File: src/rtl/div_arbiter_pkg.sv
// Shared definitions for the divider arbiter: div op encodings and arbiter FSM states.
package div_arbiter_pkg;

  localparam logic [3:0] DIV_NOP = 4'h0;
  localparam logic [3:0] DIV_DIV = 4'h1;
  localparam logic [3:0] DIV_REM = 4'h2;

  typedef enum logic [1:0] {
    ARB_IDLE,
    ARB_KICK,
    ARB_WAIT,
    ARB_RESP
  } arb_state_e;

  function automatic logic is_div_op(input logic [3:0] op);
    return (op == DIV_DIV) || (op == DIV_REM);
  endfunction

endpackage

File: src/rtl/div_arbiter_rr_pick.sv
// Combinational round-robin picker: first set request at or after ptr, wrapping modulo N.
module div_arbiter_rr_pick #(
  parameter int N  = 2,
  parameter int IW = 1
) (
  input  logic [N-1:0]  req,
  input  logic [IW-1:0] ptr,
  output logic [N-1:0]  gnt,
  output logic [IW-1:0] idx,
  output logic          found
);

  logic [IW:0]   s;
  logic [IW-1:0] j;

  always_comb begin
    gnt   = '0;
    idx   = '0;
    found = 1'b0;
    s     = '0;
    j     = '0;
    for (int k = 0; k < N; k++) begin
      s = {1'b0, ptr} + (IW+1)'(k);
      if (s >= (IW+1)'(N)) s = s - (IW+1)'(N);
      j = s[IW-1:0];
      if (!found && req[j]) begin
        found  = 1'b1;
        idx    = j;
        gnt[j] = 1'b1;
      end
    end
  end

endmodule

File: src/rtl/div_arbiter.sv
// Round-robin arbiter sharing one iterative divider among NUM_REQ requesters.
module div_arbiter
  import div_arbiter_pkg::*;
#(
  parameter int NUM_REQ = 2,
  parameter int W       = 32
) (
  input  logic                 clk,
  input  logic                 reset,
  input  logic [NUM_REQ-1:0]   req_valid,
  input  logic [NUM_REQ*4-1:0] req_op,
  input  logic [NUM_REQ-1:0]   req_unsigned,
  input  logic [NUM_REQ*W-1:0] req_a,
  input  logic [NUM_REQ*W-1:0] req_b,
  input  logic [NUM_REQ-1:0]   req_cancel,
  output logic [NUM_REQ-1:0]   req_grant,
  output logic [NUM_REQ-1:0]   resp_valid,
  output logic [W-1:0]         resp_result,
  output logic                 resp_unknown_op,
  output logic                 busy,
  output logic                 div_kick,
  output logic                 div_unsigned_flag,
  output logic [W-1:0]         div_dividend,
  output logic [W-1:0]         div_divider,
  input  logic                 div_ready,
  input  logic [W-1:0]         div_quotient,
  input  logic [W-1:0]         div_remainder
);

  localparam int IW = (NUM_REQ > 1) ? $clog2(NUM_REQ) : 1;

  arb_state_e         state, state_nxt;
  logic [IW-1:0]      rr_ptr, owner, pick_idx;
  logic [NUM_REQ-1:0] pick_req, pick_gnt;
  logic               pick_found;
  logic [3:0]         op, pick_op;
  logic               unk, cancelled, owner_cancel;
  logic [W-1:0]       result;

  // A request cancelled in the same cycle it is presented is never granted.
  assign pick_req     = req_valid & ~req_cancel;
  assign pick_op      = req_op[pick_idx*4 +: 4];
  assign owner_cancel = req_cancel[owner];
  assign resp_result  = result;

  div_arbiter_rr_pick #(.N(NUM_REQ), .IW(IW)) u_pick (
    .req   (pick_req),
    .ptr   (rr_ptr),
    .gnt   (pick_gnt),
    .idx   (pick_idx),
    .found (pick_found)
  );

  always_ff @(posedge clk) begin
    if (reset) state <= ARB_IDLE;
    else       state <= state_nxt;
  end

  always_comb begin
    state_nxt = state;
    case (state)
      ARB_IDLE: if (pick_found) state_nxt = is_div_op(pick_op) ? ARB_KICK : ARB_RESP;
      ARB_KICK: state_nxt = ARB_WAIT;
      ARB_WAIT: if (div_ready) state_nxt = ARB_RESP;
      ARB_RESP: state_nxt = ARB_IDLE;
      default:  state_nxt = ARB_IDLE;
    endcase
  end

  always_comb begin
    req_grant       = '0;
    resp_valid      = '0;
    resp_unknown_op = 1'b0;
    div_kick        = 1'b0;
    busy            = (state != ARB_IDLE);
    case (state)
      ARB_IDLE: if (!reset) req_grant = pick_gnt;
      ARB_KICK: div_kick = 1'b1;
      ARB_RESP: if (!cancelled && !owner_cancel) begin
        resp_valid[owner] = 1'b1;
        resp_unknown_op   = unk;
      end
      default: ;
    endcase
  end

  always_ff @(posedge clk) begin
    if (reset) begin
      rr_ptr            <= '0;
      owner             <= '0;
      op                <= DIV_NOP;
      unk               <= 1'b0;
      cancelled         <= 1'b0;
      div_unsigned_flag <= 1'b0;
      div_dividend      <= '0;
      div_divider       <= '0;
      result            <= '0;
    end else begin
      if (state == ARB_IDLE) begin
        cancelled <= 1'b0;
        if (pick_found) begin
          owner             <= pick_idx;
          op                <= pick_op;
          unk               <= !is_div_op(pick_op);
          div_unsigned_flag <= req_unsigned[pick_idx];
          div_dividend      <= req_a[pick_idx*W +: W];
          div_divider       <= req_b[pick_idx*W +: W];
          rr_ptr            <= (pick_idx == IW'(NUM_REQ-1)) ? '0 : pick_idx + 1'b1;
          result            <= '0;
        end
      end else if (owner_cancel) begin
        cancelled <= 1'b1;
      end
      // The KICK cycle is skipped here so a stale ready from the previous op is ignored.
      if (state == ARB_WAIT && div_ready)
        result <= (op == DIV_DIV) ? div_quotient : div_remainder;
    end
  end

endmodule

File: config.mk
export PLATFORM = sky130hd
export DESIGN_NAME = div_arbiter
export DESIGN_NICKNAME = d
export VERILOG_FILES = /design/src/rtl/div_arbiter_pkg.sv /design/src/rtl/div_arbiter_rr_pick.sv /design/src/rtl/div_arbiter.sv
export SDC_FILE = /design/constraint.sdc
export NUM_CORES = 1
export LEC_CHECK = 0
export ABC_AREA = 1
export BUFFER_PORTS_ARGS = -buffer_cell sky130_fd_sc_hd__buf_2
export CORE_ASPECT_RATIO = 0.8
export CORE_MARGIN = 4
export CORE_UTILIZATION = 40
export DETAILED_ROUTE_END_ITERATION = 6
export PLACE_DENSITY = 0.76
export RECOVER_POWER = 50
export SYNTH_ARGS = -nofsm -noshare
export SYNTH_HDL_FRONTEND = slang
export SYNTH_HIERARCHICAL = 1
export SYNTH_SLANG_ARGS = --single-unit
File: constraint.sdc
create_clock -name clk -period 1.9 [get_ports clk]
set_input_delay 0.285 -clock clk [delete_from_list [all_inputs] [get_ports clk]]
set_output_delay 0.285 -clock clk [all_outputs]
set_load 0.02 [all_outputs]
==> flow_metrics.tcl <==
set metrics [dict create \
    status "complete, no violations" \
    cap_violations 0 \
    worstMarginPinSlew_ns 0.464 \
    synth.area.top_cells "dfxtp_1, nand2_1, a31oi_1" \
    whs_path_depth 3 \
    drtIter0Drc 338 \
    synth.avg_cell_area_um2 6.96 \
    ys_types 23 \
    nFillCells 1197 \
    end_kind "output port" \
    ys_ff_latch 107 \
    synthCells 701 \
    intPower_w 0.00497 \
    worstSkewPairLatency_ns 0.34 \
    switching_share 0.374 \
    leakagePower_nw 3.00 \
    hold_path_end "div_dividend[8]" \
    die_area_um2 14000 \
    wl_per_cell_um 14.5 \
    grtUsageTotal 0.224 \
    fin_skew_ns 0.0115 \
    rsz0062_at_grt "no" \
    path_max_fanout 3 \
    cts_buffers 9 \
    cts_tree "yes" \
    syn_nets 914 \
    gp_congestion 0.811 \
    final_layout_size_suffix_gt1_frac 0.256 \
    die_w_um 131 \
    cts.sinks 107 \
    seqPwrFrac 0.358 \
    clock.fmax_mhz 566 \
    r2r-end "div_divider[17]" \
    nets 1203 \
    firstDrtPassIters 6 \
    setup_viol 0 \
    synth_seq_area_share 0.439 \
    num_antenna_cells 0 \
    power_density_nw_per_um2 1160 \
    drc 0 \
    root_buffer "clkbuf_16" \
    hold_violations 0 \
    seqCellArea_um2 2140 \
    cp.arrival_ns 1.48 \
    finalCritPeriodShare 0.931 \
    yosysWarnings 6 \
    die_height_um 107 \
    grt_antenna_before_repair 0 \
    viasPerCell 4.91 \
    netlist_area_um2 4880 \
    synthToLayoutAreaGrowth_pct 40.1 \
    antenna_left 0 \
    reg2reg_depth 6 \
    r2r_start "state[0]" \
    cts_buffer_depth 2 \
    io_buffers 312 \
    coreArea_um2 11700 \
    num_io_pins 313 \
    clk_pin_slew_worst_paths_ns 0.08 \
    min_from "req_a[40]" \
    grt_max_degree 100 \
    totalWireLength_um 16600 \
    synth_top_area_cell "dfxtp_1" \
    grt_pass1_wl_um 26100 \
    final_cells 1143 \
    r2r_slack_ns 0.22 \
    holdCritPathClass "input pin to flip-flop" \
    start_util 0.415 \
    hpwlAfterDp_um 12300 \
    power.switching_w 0.00297 \
    slew_viol_final 0 \
    dp_cells 1127 \
    multiInputGateArea_um2 2320 \
    clkPwrFrac 0.289 \
    num_rows 35 \
    ir_worst_vdd_v 0.000557 \
    post_cts_buffers 0 \
    whs_ns 0.195 \
    synth_top_area_frac 0.439 \
    h-tree-depth 3 \
    maxSlewHeadroom 0.691 \
    crit_type "flip-flop to output port" \
    via_count 5610 \
    startpoint_type "flip-flop" \
    grt_pass1_vias 5369 \
    total_power_w 0.00794 \
    holdBufCountCts 0 \
    crit_required_ns 1.62 \
    tns_ns 0 \
    grt-ovfl-total 0 \
    pwr-share-comb 0.353 \
    finalCriticalPeriod_ns 1.77 \
]
registers in the layout (all words and copies together), names as in the netlist, 2 cells and up:
name / cells
op: 4
state: 2
resp_result: 32
div_dividend: 32
div_divider: 32
worst max-delay path by stage:
stage                       start  slack [ns]  depth (start not counted)          endpoint
floorplan            req_valid[1]        0.43                         11  div_dividend[30]
global placement    req_cancel[1]        0.13                          9  div_dividend[19]
detailed placement  req_cancel[1]        0.09                          9   div_dividend[5]
CTS                         owner        0.05                          5   resp_unknown_op
global route                owner        0.02                          5     resp_valid[0]
finish                      owner        0.13                          5     resp_valid[0]
stage by stage:
step,utilization,worst slack (ns),cell area [um2]
final,0.582,0.132,6830
after global routing,0.582,0.0162,6830
after CTS,0.591,0.0534,6940
after detailed placement,0.559,0.0877,6570
after global placement,0.559,0.131,6570
after floorplan,-,0.426,4880
placed cells by master, fill, tap and decap left out, drive strengths merged:
| master | count |
|---|---|
| a211oi | 1 |
| a21boi | 1 |
| a21oi | 41 |
| a31oi | 67 |
| buf | 228 |
| bufinv | 4 |
| clkbuf | 107 |
| clkinv | 2 |
| dfxtp | 107 |
| ha | 4 |
| inv | 54 |
| nand2 | 290 |
| nand3 | 33 |
| nand3b | 32 |
| nor2 | 15 |
| nor3 | 1 |
| o21ai | 7 |
| o22ai | 1 |
cell usage after synthesis:
| master | instances |
|---|---|
| a211oi_1 | 1 |
| a21boi_0 | 1 |
| a21oi_1 | 41 |
| a31oi_1 | 67 |
| buf_1 | 4 |
| buf_2 | 13 |
| buf_4 | 8 |
| buf_6 | 2 |
| clkbuf_1 | 21 |
| clkinv_1 | 1 |
| dfxtp_1 | 107 |
| ha_1 | 4 |
| inv_1 | 51 |
| inv_2 | 1 |
| nand2_1 | 289 |
| nand2_2 | 1 |
| nand3_1 | 33 |
| nand3b_1 | 32 |
| nor2_1 | 13 |
| nor2_2 | 2 |
| nor3_1 | 1 |
| o21ai_0 | 7 |
| o22ai_1 | 1 |
kinds of logic after synthesis:
kind of cell	after synthesis	synth area share
AND/OR/NAND/NOR	371	0.321
adder cells (fa/ha/maj)	4	0.0103
AO/OA/AOI/OAI	118	0.140
buffers and inverters	101	0.0903
flip-flops	107	0.439
power by group through the flow:
stage	clock network, W	registers [W]	logic (W)
after global routing	0.00242	0.00290	0.00311
after floorplan	0	0.00325	0.00150
final	0.00230	0.00284	0.00280
after CTS	0.00234	0.00283	0.00291
after detailed placement	0	0.00287	0.00291
after global placement	0	0.00287	0.00289
cell type report:
type | count | share of cell area
multi-input cells | 493 | 0.340
flip-flops and latches | 107 | 0.314
repair buffers | 326 | 0.236
clock buffers | 9 | 0.0330
inverters | 53 | 0.0291
well taps | 148 | 0.0271
clock inverters | 7 | 0.0214
timing repair:
item                       CTS  global route
resized for setup            2             4
setup endpoints to repair    3             3
pin swaps                    0             0
worst max-delay path, cell delays in order, from the launching register on:
cell and delay [ns]:
dfxtp_1 0.35, a21oi_2 0.15, a21boi_2 0.19, nand2_1 0.13
nor2_2 0.14, buf_2 0.19
metal layers:
metal / wire [um] / GRT usage / vias up / part of all wire
li1: - / - / 2842 / -
met1: 6770 / 0.261 / 2497 / 0.41
met2: 8150 / 0.396 / 241 / 0.49
met3: 1380 / 0.0765 / 30 / 0.083
met4: 321 / 0.0607 / 0 / 0.019
met5: 0 / 0 / - / 0
(Power assumes the default switching activity.)
